===== config.mk =====
export PLATFORM = sky130hd
export DESIGN_NAME = axi_rd_arbiter
export DESIGN_NICKNAME = d
export VERILOG_FILES = /design/src/rtl/axi_rd_arbiter.sv
export SDC_FILE = /design/constraint.sdc
export NUM_CORES = 1
export LEC_CHECK = 0
export ABC_AREA = 1
export CAP_MARGIN = 20
export CORE_AREA = 2 2 136 138
export DETAILED_ROUTE_END_ITERATION = 6
export DIE_AREA = 0 0 138 140
export HOLD_SLACK_MARGIN = 0.08
export SLEW_MARGIN = 20
export SYNTH_ARGS = -nofsm -noshare
export SYNTH_HDL_FRONTEND = slang
export SYNTH_SLANG_ARGS = --single-unit

===== constraint.sdc =====
create_clock -name aclk -period 5.37 [get_ports aclk]
set_input_delay 1.074 -clock aclk [delete_from_list [all_inputs] [get_ports aclk]]
set_output_delay 1.074 -clock aclk [all_outputs]
set_load 0.01 [all_outputs]

===== src/rtl/axi_rd_arbiter.sv =====
`default_nettype none
// +-----------------------------------------------------------------------------+
// | axi_rd_arbiter: round-robin 2:1 AXI4 read arbiter with in-order R steering |
// | Revision: 1.0 - initial release                                             |
// +-----------------------------------------------------------------------------+
module axi_rd_arbiter #(
    parameter int ADDR_WIDTH     = 32,
    parameter int DATA_WIDTH     = 64,
    parameter int MAX_R_INFLIGHT = 8
) (
    input  logic                  aclk,
    input  logic                  areset,

    input  logic                  s0_axi_arvalid,
    output logic                  s0_axi_arready,
    input  logic [ADDR_WIDTH-1:0] s0_axi_araddr,
    input  logic [7:0]            s0_axi_arlen,
    input  logic [2:0]            s0_axi_arsize,
    input  logic [1:0]            s0_axi_arburst,
    output logic                  s0_axi_rvalid,
    input  logic                  s0_axi_rready,
    output logic [DATA_WIDTH-1:0] s0_axi_rdata,
    output logic [1:0]            s0_axi_rresp,
    output logic                  s0_axi_rlast,

    input  logic                  s1_axi_arvalid,
    output logic                  s1_axi_arready,
    input  logic [ADDR_WIDTH-1:0] s1_axi_araddr,
    input  logic [7:0]            s1_axi_arlen,
    input  logic [2:0]            s1_axi_arsize,
    input  logic [1:0]            s1_axi_arburst,
    output logic                  s1_axi_rvalid,
    input  logic                  s1_axi_rready,
    output logic [DATA_WIDTH-1:0] s1_axi_rdata,
    output logic [1:0]            s1_axi_rresp,
    output logic                  s1_axi_rlast,

    output logic                  m_axi_arvalid,
    input  logic                  m_axi_arready,
    output logic [ADDR_WIDTH-1:0] m_axi_araddr,
    output logic [7:0]            m_axi_arlen,
    output logic [2:0]            m_axi_arsize,
    output logic [1:0]            m_axi_arburst,
    input  logic                  m_axi_rvalid,
    output logic                  m_axi_rready,
    input  logic [DATA_WIDTH-1:0] m_axi_rdata,
    input  logic [1:0]            m_axi_rresp,
    input  logic                  m_axi_rlast
);

    localparam int                c_pw       = $clog2(MAX_R_INFLIGHT);
    localparam int                c_one      = 1;
    localparam int                c_max      = MAX_R_INFLIGHT;
    localparam logic [c_pw-1:0]   c_ptr_one  = c_one[c_pw-1:0];
    localparam logic [c_pw:0]     c_cnt_one  = c_one[c_pw:0];
    localparam logic [c_pw:0]     c_cnt_full = c_max[c_pw:0];

    logic                  ptr_q, ptr_d;
    logic [c_pw-1:0]       wptr_q, wptr_d;
    logic [c_pw-1:0]       rptr_q, rptr_d;
    logic [c_pw:0]         count_q, count_d;
    logic [MAX_R_INFLIGHT-1:0] order_q;
    logic                  m_arvalid_q, m_arvalid_d;
    logic [ADDR_WIDTH-1:0] m_araddr_q;
    logic [7:0]            m_arlen_q;
    logic [2:0]            m_arsize_q;
    logic [1:0]            m_arburst_q;

    logic w_load_en;
    logic w_gnt_id;
    logic w_push;
    logic w_pop;
    logic w_empty;
    logic w_head;

    // Reset gating keeps arready low while areset is held, even with requests pending.
    assign w_load_en = !areset && (!m_arvalid_q || m_axi_arready) && (count_q < c_cnt_full);
    assign w_gnt_id  = (s0_axi_arvalid && s1_axi_arvalid) ? ptr_q : s1_axi_arvalid;
    assign w_push    = w_load_en && (s0_axi_arvalid || s1_axi_arvalid);

    assign s0_axi_arready = w_push && !w_gnt_id;
    assign s1_axi_arready = w_push &&  w_gnt_id;

    assign w_empty = (count_q == '0);
    assign w_head  = order_q[rptr_q];

    assign m_axi_rready  = !w_empty && (w_head ? s1_axi_rready : s0_axi_rready);
    assign s0_axi_rvalid = !w_empty && !w_head && m_axi_rvalid;
    assign s1_axi_rvalid = !w_empty &&  w_head && m_axi_rvalid;
    assign w_pop         = m_axi_rvalid && m_axi_rready && m_axi_rlast;

    assign s0_axi_rdata = m_axi_rdata;
    assign s0_axi_rresp = m_axi_rresp;
    assign s0_axi_rlast = m_axi_rlast;
    assign s1_axi_rdata = m_axi_rdata;
    assign s1_axi_rresp = m_axi_rresp;
    assign s1_axi_rlast = m_axi_rlast;

    assign m_axi_arvalid = m_arvalid_q;
    assign m_axi_araddr  = m_araddr_q;
    assign m_axi_arlen   = m_arlen_q;
    assign m_axi_arsize  = m_arsize_q;
    assign m_axi_arburst = m_arburst_q;

    always_comb begin
        ptr_d       = ptr_q;
        wptr_d      = wptr_q;
        rptr_d      = rptr_q;
        count_d     = count_q;
        m_arvalid_d = m_arvalid_q;
        if (m_axi_arready) begin
            m_arvalid_d = 1'b0;
        end
        if (w_push) begin
            ptr_d       = !w_gnt_id;
            wptr_d      = wptr_q + c_ptr_one;
            m_arvalid_d = 1'b1;
        end
        if (w_pop) begin
            rptr_d = rptr_q + c_ptr_one;
        end
        case ({w_push, w_pop})
            2'b10:   count_d = count_q + c_cnt_one;
            2'b01:   count_d = count_q - c_cnt_one;
            default: count_d = count_q;
        endcase
    end

    always_ff @(posedge aclk or posedge areset) begin
        if (areset) begin
            ptr_q       <= 1'b0;
            wptr_q      <= '0;
            rptr_q      <= '0;
            count_q     <= '0;
            order_q     <= '0;
            m_arvalid_q <= 1'b0;
            m_araddr_q  <= '0;
            m_arlen_q   <= '0;
            m_arsize_q  <= '0;
            m_arburst_q <= '0;
        end else begin
            ptr_q       <= ptr_d;
            wptr_q      <= wptr_d;
            rptr_q      <= rptr_d;
            count_q     <= count_d;
            m_arvalid_q <= m_arvalid_d;
            if (w_push) begin
                order_q[wptr_q] <= w_gnt_id;
                m_araddr_q      <= w_gnt_id ? s1_axi_araddr  : s0_axi_araddr;
                m_arlen_q       <= w_gnt_id ? s1_axi_arlen   : s0_axi_arlen;
                m_arsize_q      <= w_gnt_id ? s1_axi_arsize  : s0_axi_arsize;
                m_arburst_q     <= w_gnt_id ? s1_axi_arburst : s0_axi_arburst;
            end
        end
    end

endmodule
`default_nettype wire


# Word level (Yosys, flattened, before mapping)
# Cells that the tools add are included.
dict set report word_totals {
  memories 0
  rom_bits 0
  output_inout_bits 185
  ram_bits 0
  reg_bits 65
  latch_bits 0
}
dict set report op_classes {
  bitwise_logic 0
  mul 0
  reduce_logical 24
  eq_ne 2
  muxes 14
  n_shift 0
  add_sub_neg 4
  div_mod_pow 0
  n_lt_le_gt_ge 4
}
# op n
set op_table {}
lappend op_table {{32-bit 2-to-1 mux} 1}
lappend op_table {{1-bit logical AND} 14}
lappend op_table {{8-bit bitwise mux} 1}
lappend op_table {{3-bit by 4-bit < comparator with 1-bit output (second input constant)} 2}
lappend op_table {{8-bit 2-to-1 mux} 1}
lappend op_table {{4-bit one-hot mux with 2 select lines} 1}
lappend op_table {{3-bit by 1-bit adder with 3-bit output (second input constant)} 2}
lappend op_table {{1-bit 2-to-1 mux} 6}
lappend op_table {{1-bit logical NOT} 5}
lappend op_table {{4-bit by 1-bit adder with 4-bit output (second input constant)} 1}
lappend op_table {{4-bit logical NOT} 1}
lappend op_table {{4-bit < comparator (second input constant)} 1}
lappend op_table {{2-bit nonzero test} 2}
lappend op_table {{4-bit by 1-bit subtractor with 4-bit output (second input constant)} 1}
lappend op_table {{1-bit binary-select mux with 3-bit select} 1}
lappend op_table {{1-bit demux with 3-bit select} 1}
lappend op_table {{3-bit by 1-bit greater-or-equal comparator with 1-bit output (second input constant)} 1}
lappend op_table {{3-bit 2-to-1 mux} 1}
lappend op_table {{2-bit by 1-bit equality test with 1-bit output (second input constant)} 1}
lappend op_table {{2-bit equality test (second input constant)} 1}
lappend op_table {{1-bit logical OR} 2}
lappend op_table {{2-bit 2-to-1 mux} 1}

# Logic depth before layout (Yosys ltp)
# Gate-level depths: netlist (run 1).
dict set report depth {
  ltp_word 8
  ltp_mapped 17
  ltp_nobuf 17
}

# Worst setup path before layout (run 1)
# Ideal clock, no wire load.
dict set report synth_timing {
  kind {input port to output port}
  from {in s1_axi_arvalid}
  to {out s0_axi_arready}
  stages 7
  required_ns 4.296
  arrival_time_ns 1.818
  slack_ns 2.478
  path_cell_list {nor2_1 -> nor2_1 -> nand3_2 -> inv_2 -> nand2_1 -> clkinv_2 -> buf_4}
}
dict set report synth_between {
  elab_chain_len 4
  word_cells_on_any_way 6
}
# item line
set synth_rtl {}
lappend synth_rtl {{start: declaration} 26} ;# input logic s1_axi_arvalid,
lappend synth_rtl {{1-bit logical AND} 78} ;# assign w_gnt_id = (s0_axi_arvalid && s1_axi_arvalid) ? ptr_q : s1_axi_arvalid;
lappend synth_rtl {{1-bit 2-to-1 mux} 78}
lappend synth_rtl {{1-bit logical NOT} 81} ;# assign s0_axi_arready = w_push && !w_gnt_id;
lappend synth_rtl {{1-bit logical AND *} 81}
lappend synth_rtl {{end: declaration} 15} ;# output logic s0_axi_arready,
# Mark *: on every way between the ends. The rest lies on a longest branch, timed or not.

# Worst setup path in the final report (run 1)
# Same ends and word-level chain as after synthesis.

==> reports/qor.txt, run 1 <==
sequential-to-total area share from yosys stat -> 39.9%
Crit path arrival time -> 2.85 ns
antenna fix cells -> 0
Synth Area in Simple Gates -> 24.8%
DRC Markers -> 0
die height -> 140 um
CP startpoint kind -> primary input
routability cong. -> 0.735
antenna viol nets, final -> 0
synthesis-to-layout area growth -> 25.6%
fmax -> 255 MHz
Max Root-Sink Buffers -> 2
WS Path Type -> primary input to output pin
Worst Hold Path EP -> m_axi_araddr[20]
Post-Synthesis Cells -> 516
Critical Path Fanout Max -> 31
status -> complete, no violations
fin. max-slew vios -> 0
Final Instance Area -> 5120 um^2
Post-Syn Nets -> 687
hpwl dp -> 7230 um
worst hold slack -> 0.493 ns
WP data required -> 4.30 ns
Final Util -> 28.8%
Critical R2R Capture -> count_q[3]
HP Start -> m_axi_araddr[20]
Reg2Reg Depth -> 15
Adder-Cell Fraction of Synth Area -> 2.03%
Yosys cell types -> 23
# hold bufs at CTS -> 0
layout cells sized above 1 -> 4.81%
Fin Clk Skew -> 0.00890 ns
headroom to the max-slew limit -> 48.1%
post-place setup slack -> 1.44 ns
H-tree depth -> 3
Starting Density -> 22.9%
Routed WL per cell -> 12.8 um
Final setup viols -> 0
Tcrit/Tclk final -> 73.1%
CTS tree -> yes
setup ws final -> 1.44 ns
Hold Crit Class -> flip-flop to flip-flop
Total GRT Usage -> 10.3%
vias in the first global route -> 3101
row cnt -> 49
CTS root buf -> clkbuf_16
post-synthesis mux area share -> 0%
Final Critical Period -> 3.93 ns
Filler cells -> 1929
RSZ-0062 raised after global routing -> false
setup TNS -> 0 ns
num ports -> 350
flops & latches, synth -> 65
worst-skew pair later-pin latency -> 0.34 ns
vias -> 3158
Crit Reg-Reg Startpoint -> m_axi_arvalid
port bufs -> 151
DRT iter0 DRCs -> 119
ys async rst share -> 100%
Worst setup EP type -> output pin
xor-xnor portion of the synthesized cell area -> 1.29%
DRT Wirelength -> 9840 um
core area -> 17800 um^2
Static Leak -> 0.00230 uW
CP Cell Sequence -> clkdlybuf4s50_1 > nor2_1 > nor2_1 > nand3_2 > buf_4 > inv_2 > nand2_1 > clkinv_2 > clkdlybuf4s50_1
Hold Crit Depth -> 2
GRT overflow -> 0
post-cts resize count -> 0
EDFF count, synth -> 0
global-route wire length before repair -> 15800 um
combinational family with the most area after synthesis -> buffers and inverters
Vias/cell -> 4.10
critical path's largest stage delay -> 0.53 ns
pwr/cell area -> 493 nW/um^2
post-synthesis instance area -> 4070 um^2
CP max-delay cell -> clkdlybuf4s50_1
first drt pass iteration count -> 5
largest net degree at the start of global routing -> 46
R2R Setup Slk -> 2.80 ns
total CTS buffers -> 9
Post-CTS Setup Inserts -> 0
Synth Flop Type -> dfrtp_1
Hold Fails Final Rpt -> 0
Clock Pin Slew Worst Setup and Hold Paths -> 0.05 ns
clock sink count -> 65
die area -> 19300 um^2
Yosys Warn Count -> 0
MaxCap Viol Count -> 0
worst slew pin tran -> 0.778 ns
Post-DP Area -> 4830 um^2
VDD IR max -> 0.000229 V
post-synthesis compound-gate area fraction -> 2.83%
nets -> 707
syn_area_per_cell -> 7.90 um^2
Die W -> 138 um
antenna violations before repair -> 0
## layout make-up
| type | instances | area (um^2) | area share, % |
|---|---|---|---|
| multi-input cells | 275 | 1260 | 24.6 |
| repair buffers | 156 | 1550 | 30.3 |
| clock inverters | 3 | 25.0 | 0.489 |
| clock buffers | 13 | 260 | 5.09 |
| inverters | 29 | 110 | 2.15 |
| flip-flops and latches | 65 | 1630 | 31.8 |
| well taps | 229 | 287 | 5.60 |
## cell usage after synthesis, drive strengths merged (2+ instances only)
library cell  count  area [um^2]
nand2           167          627
buf             145         1070
dfrtp            65         1630
nand3            56          285
inv              28          105
nor2             15         68.8
a21oi             9         45.0
a31oi             8         50.1
ha                5         62.6
xor2              5         43.8
o21ai             4         20.0
clkbuf            2         7.51
nand4             2         12.5
## power breakdown
| part | internal [uW] | switching, uW |
|---|---|---|
| Clock | 339 | 219 |
| Combinational | 572 | 524 |
| Sequential | 718 | 150 |
| Total | 1630 | 893 |
## placed cells by master, fill, tap and decap left out
master / Yosys / layout
clkbuf_8: 0 / 2
clkinvlp_4: 0 / 1
nand2_1: 167 / 167
nand4_1: 2 / 2
clkbuf_16: 0 / 9
fa_1: 1 / 1
buf_4: 138 / 5
clkdlybuf4s50_1: 0 / 151
ha_1: 5 / 5
nor2_1: 12 / 12
nor3b_1: 1 / 1
a31oi_1: 8 / 8
xnor2_1: 1 / 1
xor2_1: 5 / 5
nor2_2: 2 / 2
inv_2: 1 / 2
clkinv_2: 1 / 1
nand3b_1: 1 / 1
dfrtp_1: 65 / 65
nand3_2: 1 / 1
o21ai_0: 4 / 4
nand3_1: 55 / 55
inv_1: 27 / 26
nor2_4: 1 / 1
a21oi_1: 9 / 9
clkinv_4: 0 / 2
clkbuf_1: 2 / 2
## kinds of logic (layout without fill, tap and decap cells)
logic type | count (synthesis) | after routing
buffers and inverters | 176 | 201
AO/OA/AOI/OAI | 21 | 21
adder cells (fa/ha/maj) | 6 | 6
flip-flops | 65 | 65
XOR/XNOR | 6 | 6
AND/OR/NAND/NOR | 242 | 242
## flip-flops by register name, indices dropped and copies added, names as in the netlist
signal         count
rptr_q             3
m_axi_arlen        8
m_axi_arsize       3
wptr_q             3
m_axi_arburst      2
m_axi_arvalid      1
m_axi_araddr      32
order_q            8
ptr_q              1
count_q            4
## per-stage QoR
stage          total power [uW]  std cells
2_1_floorplan              1510        516
3_3_place_gp               1980        754
3_5_place_dp               1990        754
4_1_cts                    2570        770
5_1_grt                    2720        770
6_report                   2520        770
## how the worst max path moves through the flow
stage	startpoint	endpoint	slack (ns)	cells past startpoint
global route	s1_axi_arvalid	s0_axi_arready	1.31	9
finish	s1_axi_arvalid	s0_axi_arready	1.44	9
CTS	s1_axi_arvalid	s0_axi_arready	1.42	9
global placement	s1_axi_arvalid	s0_axi_arready	1.44	9
detailed placement	s1_axi_arvalid	s0_axi_arready	1.44	9
floorplan	s1_axi_arvalid	s0_axi_arready	2.48	7
## critical path, delay by kind of cell
family,cells,cell delay [ns]
simple gates,4,0.32
buf+inv,5,1.44
## routing by layer
layer | track usage (%) | share of wire, %
met1 | 12.1 | 43
met2 | 15.7 | 44
met3 | 4.10 | 9.1
met4 | 6.50 | 3.8
met5 | 0 | 0
Note: power is estimated with default switching activity, not from simulation.
==> inputs of run 2 (changes only) <==
- CORE_AREA: 2 2 136 138 -> 2 2 134 136
- DIE_AREA: 0 0 138 140 -> 0 0 136 138
- clock period: 5.37 -> 3.8 ns (I/O delays scaled with it)
==> run 2 against run 1 <==
Clock power rose by 56%. Via count fell by 1.6%. Setup slack got worse by 0.88 ns. Power rose by 44%. Design area rose by 0.44%. Die area fell by 2.9%. Register-to-register slack got worse by 1.6 ns. Sequential share of layout area fell by 0.14 points. Utilization rose by 0.53 points. Clock-buffer cell count fell by 2.
==> reports/qor.txt, run 2 (same netlist as run 1, synthesis figures left out) <==
status -> complete, no violations
CTS root buf -> clkbuf_16
Final Critical Period -> 3.24 ns
Worst setup EP type -> output pin
clock sink count -> 65 (unchanged)
layout cells sized above 1 -> 5.00% (+0.19 points)
share of power burned in registers -> 33.5% (-0.9 points)
antenna viol nets, final -> 0 (unchanged)
dpl cells -> 753 (-0.13%)
core area -> 17500 um^2 (-1.4%)
DRC Markers -> 0 (unchanged)
Static Leak -> 0.00231 uW (+0.58%)
CP Cell Sequence -> clkdlybuf4s50_1 > nor2_1 > nor2_1 > nand3_2 > inv_2 > nand2_1 > clkinv_2 > clkdlybuf4s50_1
WP data required -> 3.04 ns (-1.26 ns)
Final setup viols -> 0 (unchanged)
DRT Wirelength -> 9930 um (+0.94%)
CP max-delay cell -> clkdlybuf4s50_1
Max Root-Sink Buffers -> 2 (unchanged)
Crit path arrival time -> 2.48 ns (-0.37 ns)
Hold Fails Final Rpt -> 0 (unchanged)
worst slew pin tran -> 0.896 ns (+0.118 ns)
most frequent cells in the layout -> nand2_1, clkdlybuf4s50_1, dfrtp_1
setup ws final -> 0.564 ns (-0.881 ns)
Critical Path Fanout Max -> 7 (-77%)
CP top delay family -> buffers and inverters
vias -> 3108 (-1.6%)
CP startpoint kind -> primary input
port bufs -> 151 (unchanged)
die area -> 18800 um^2 (-2.9%)
Post-CTS Setup Inserts -> 0 (unchanged)
Filler cells -> 1896 (-1.7%)
pwr/cell area -> 708 nW/um^2 (+44%)
num ports -> 350 (unchanged)
H-tree depth -> 3 (unchanged)
Die W -> 136 um (-1.4%)
Tcrit/Tclk final -> 85.2%
vias in the first global route -> 3250 (+4.8%)
worst path buffer plus inverter count -> 4 (-1)
hpwl dp -> 7040 um (-2.5%)
Vias/cell -> 4.04 (-1.5%)
fmax -> 309 MHz
Comb pwr share -> 42.5% (-1.0 points)
VDD IR max -> 0.000262 V (+14%)
Clock Power Share -> 24.0% (+1.9 points)
Switch Pwr -> 1270 uW (+42%)
Internal -> 2370 uW (+45%)
first drt pass iteration count -> 4 (-1)
die height -> 138 um (-1.4%)
post-place setup slack -> 0.563 ns (-0.877 ns)
antenna fix cells -> 0 (unchanged)
final non-filler cell total -> 769 (-0.13%)
CTS tree -> yes
Hold Crit Class -> flip-flop to flip-flop
Sw Share -> 34.9% (-0.47 points)
antenna violations before repair -> 0 (unchanged)
Final Util -> 29.3% (+0.53 points)
routability cong. -> 0.745 (+1.3%)
Clock Pin Slew Worst Setup and Hold Paths -> 0.06 ns (about the same)
WS Path Type -> primary input to output pin
# hold bufs at CTS -> 0 (unchanged)
Routed WL per cell -> 12.9 um (+1.1%)
Total GRT Usage -> 11.1% (+0.78 points)
largest net degree at the start of global routing -> 66 (+43%)
fin. max-slew vios -> 0 (unchanged)
nets -> 706 (-0.14%)
MaxCap Viol Count -> 0 (unchanged)
setup TNS -> 0 ns (unchanged)
GRT overflow -> 0 (unchanged)
most common cell after layout, fill and taps aside -> nand2_1
DRT iter0 DRCs -> 128 (+7.6%)
worst-skew pair later-pin latency -> 0.33 ns (about the same)
Fin Clk Skew -> 0.00760 ns (-0.00130 ns)
global-route wire length before repair -> 16400 um (+3.5%)
RSZ-0062 raised after global routing -> false
row cnt -> 49 (unchanged)
Starting Density -> 23.2% (+0.32 points)
post-cts resize count -> 0 (unchanged)
total CTS buffers -> 9 (unchanged)
critical path's largest stage delay -> 0.54 ns (about the same)
Largest register FFs -> 32 (unchanged)
worst hold slack -> 0.495 ns (+0.00178 ns)
synthesis-to-layout area growth -> 26.1%
headroom to the max-slew limit -> 40.2% (-7.8 points)
-- run 2: metal layers --
metal / global-route usage, % / wire [um]
met1: 12.5 / 3990
met2: 17.0 / 4470
met3: 4.80 / 906
met4: 7.13 / 561
met5: 0 / 0
-- run 2: through the flow --
| step | power [uW] | area [um^2] |
|---|---|---|
| 3_5_place_dp | 2800 | 4820 |
| 6_report | 3640 | 5140 |
| 2_1_floorplan | 2130 | 4070 |
| 5_1_grt | 3940 | 5140 |
| 3_3_place_gp | 2790 | 4820 |
| 4_1_cts | 3720 | 5140 |
-- run 2: power by group through the flow --
stage | clock network [uW] | registers [uW] | logic (uW)
floorplan | 0 | 1300 | 836
global placement | 0 | 1220 | 1560
detailed placement | 0 | 1230 | 1570
CTS | 911 | 1230 | 1580
global route | 944 | 1270 | 1730
finish | 873 | 1220 | 1550
-- run 2: path summary, 6_finish.rpt --
check / depth (start not counted) / endpoint / slack, ns / from
max: 8 / s0_axi_arready / 0.56 / s0_axi_arvalid
min: 2 / m_axi_arlen[7] / 0.49 / m_axi_arlen[7]
max reg2reg: 17 / count_q[3] / 1.23 / rptr_q[0]
min reg2reg: 2 / m_axi_arlen[7] / 0.49 / m_axi_arlen[7]
max in group asynchronous: 3 / m_axi_araddr[5] / 2.13 / areset
min in group asynchronous: 3 / order_q[1] / 1.08 / areset
-- run 2: cell type report --
cell class                 instances  area (um^2)  share of cell area [%]
clock inverter                     5         62.6                    1.22
timing repair buffer             155         1540                    30.0
inverter                          29          110                    2.14
clock buffer                      11          253                    4.92
multi-input combinational        275         1260                    24.5
tap                              229          287                    5.58
sequential                        65         1630                    31.7
-- run 2: tightest hold or removal path, stage by stage (launching register included) --
cell     delay [ns]
dfrtp_1        0.34
nand2_1        0.06
nand3_1        0.07
==> inputs of run 3 (changes only) <==
- MAX_ROUTING_LAYER: not set -> met4
==> run 3 against run 2 <==
Clock power barely moved. Via count rose by 0.39%. Clock skew barely moved. Power barely moved. Sequential power barely moved. Largest cell class unchanged. Die area did not move. Maximum frequency barely moved. Design area did not move. Combinational power barely moved. Setup slack got worse by 0.0030 ns. Hold slack barely moved. Non-clock buffer count did not move. Highest routed layer unchanged.
==> reports/qor.txt, run 3 (same netlist as run 1, synthesis figures left out) <==
status -> complete, no violations
core area -> 17500 um^2 (unchanged)
H-tree depth -> 3 (unchanged)
num ports -> 350 (unchanged)
fin. max-slew vios -> 0 (unchanged)
Starting Density -> 23.2% (unchanged)
Final setup viols -> 0 (unchanged)
Largest register FFs -> 32 (unchanged)
port bufs -> 151 (unchanged)
pwr/cell area -> 709 nW/um^2 (about the same)
VDD IR max -> 0.000263 V (+0.49%)
nets -> 706 (unchanged)
Total GRT Usage -> 11.4% (+0.34 points)
row cnt -> 49 (unchanged)
GRT overflow -> 0 (unchanged)
CP startpoint kind -> primary input
fmax -> 309 MHz (about the same)
Fin Clk Skew -> 0.00756 ns (-0.0000339 ns)
MaxCap Viol Count -> 0 (unchanged)
DRC Markers -> 0 (unchanged)
global-route wire length before repair -> 16400 um (-0.16%)
CTS tree -> yes
Die W -> 136 um (unchanged)
WP data required -> 3.04 ns (about the same)
most common cell after layout, fill and taps aside -> nand2_1
WS Path Type -> primary input to output pin
die height -> 138 um (unchanged)
total CTS buffers -> 9 (unchanged)
# hold bufs at CTS -> 0 (unchanged)
vias in the first global route -> 3255 (+0.15%)
antenna fix cells -> 0 (unchanged)
Vias/cell -> 4.06 (+0.39%)
Critical Path Fanout Max -> 7 (unchanged)
worst-skew pair later-pin latency -> 0.33 ns (about the same)
total power -> 3640 uW (about the same)
Hold Fails Final Rpt -> 0 (unchanged)
Routed WL per cell -> 12.9 um (+0.26%)
antenna viol nets, final -> 0 (unchanged)
Hold Crit Class -> flip-flop to flip-flop
layout cells sized above 1 -> 5.00% (unchanged)
post-cts resize count -> 0 (unchanged)
Post-CTS Setup Inserts -> 0 (unchanged)
largest net degree at the start of global routing -> 66 (unchanged)
worst slew pin tran -> 0.894 ns (-0.00199 ns)
Max Root-Sink Buffers -> 2 (unchanged)
routability cong. -> 0.754 (+1.2%)
Static Leak -> 0.00231 uW (unchanged)
Clock Pin Slew Worst Setup and Hold Paths -> 0.05 ns (about the same)
hpwl dp -> 7040 um (unchanged)
antenna violations before repair -> 0 (unchanged)
synthesis-to-layout area growth -> 26.1% (unchanged)
CTS root buf -> clkbuf_16
most frequent cells in the layout -> nand2_1, clkdlybuf4s50_1, dfrtp_1
Worst setup EP type -> output pin
setup TNS -> 0 ns (unchanged)
Crit path arrival time -> 2.48 ns (about the same)
DRT Wirelength -> 9960 um (+0.26%)
RSZ-0062 raised after global routing -> false
DRT iter0 DRCs -> 118 (-7.8%)
first drt pass iteration count -> 4 (unchanged)
clock sink count -> 65 (unchanged)
die area -> 18800 um^2 (unchanged)
Final Critical Period -> 3.24 ns (+0.00301 ns)
vias -> 3120 (+0.39%)
Tcrit/Tclk final -> 85.2% (about the same)
headroom to the max-slew limit -> 40.4% (+0.13 points)
run 3: cell counts in the layout (fill, tap and decap cells not counted):
No cell type changed its count.
run 3: critical path, stage by stage:
cell             delay [ns]
clkdlybuf4s50_1        0.49
nor2_1                 0.05
nor2_1                 0.11
nand3_2                0.22
inv_2                  0.15
nand2_1                0.09
clkinv_2               0.07
clkdlybuf4s50_1        0.54
run 3: power by group:
group	internal [uW]	switching, uW	leakage, uW
clock network	548	326	0.000154
registers	1010	207	0.000810
logic	806	741	0.00135
run 3: final cells by class:
type                    instances  area, um^2
flip-flops and latches         65        1630
clock buffers                  11         253
inverters                      29         110
multi-input cells             275        1260
repair buffers                155        1540
well taps                     229         287
clock inverters                 5        62.6
fillers                      1896       12400
run 3: worst paths after layout:
kind / from / endpoint / slack [ns] / cells after the start
setup reg to reg: rptr_q[0] / count_q[3] / 1.23 / 17
setup / recovery: s0_axi_arvalid / s0_axi_arready / 0.56 / 8
hold reg to reg: m_axi_araddr[20] / m_axi_araddr[20] / 0.49 / 2
max in group asynchronous: areset / m_axi_araddr[5] / 2.13 / 3
hold / removal: m_axi_araddr[20] / m_axi_araddr[20] / 0.49 / 2
min in group asynchronous: areset / order_q[1] / 1.08 / 3
run 3: metrics by stage:
stage	worst slack (ns)	cell area [um^2]	hold WS (ns)	cells	utilization [%]
final	0.561	5140	0.495	769	29.3
after global routing	0.445	5140	0.525	769	29.3
after CTS	0.535	5140	0.497	769	29.3
after detailed placement	0.563	4820	0.481	753	27.5
after global placement	0.539	4820	0.479	753	27.5
after floorplan	1.33	4070	0.478	516	-
run 3: layer usage:
metal | global-route usage [%] | vias up | share of wire (%) | wire [um]
met1 | 12.9 | 1403 | 41 | 4120
met5 | - | - | 0 | 0
li1 | - | 1515 | - | -
met3 | 4.25 | 66 | 8.3 | 829
met4 | 7.13 | 0 | 5.6 | 560
met2 | 17.0 | 136 | 45 | 4450
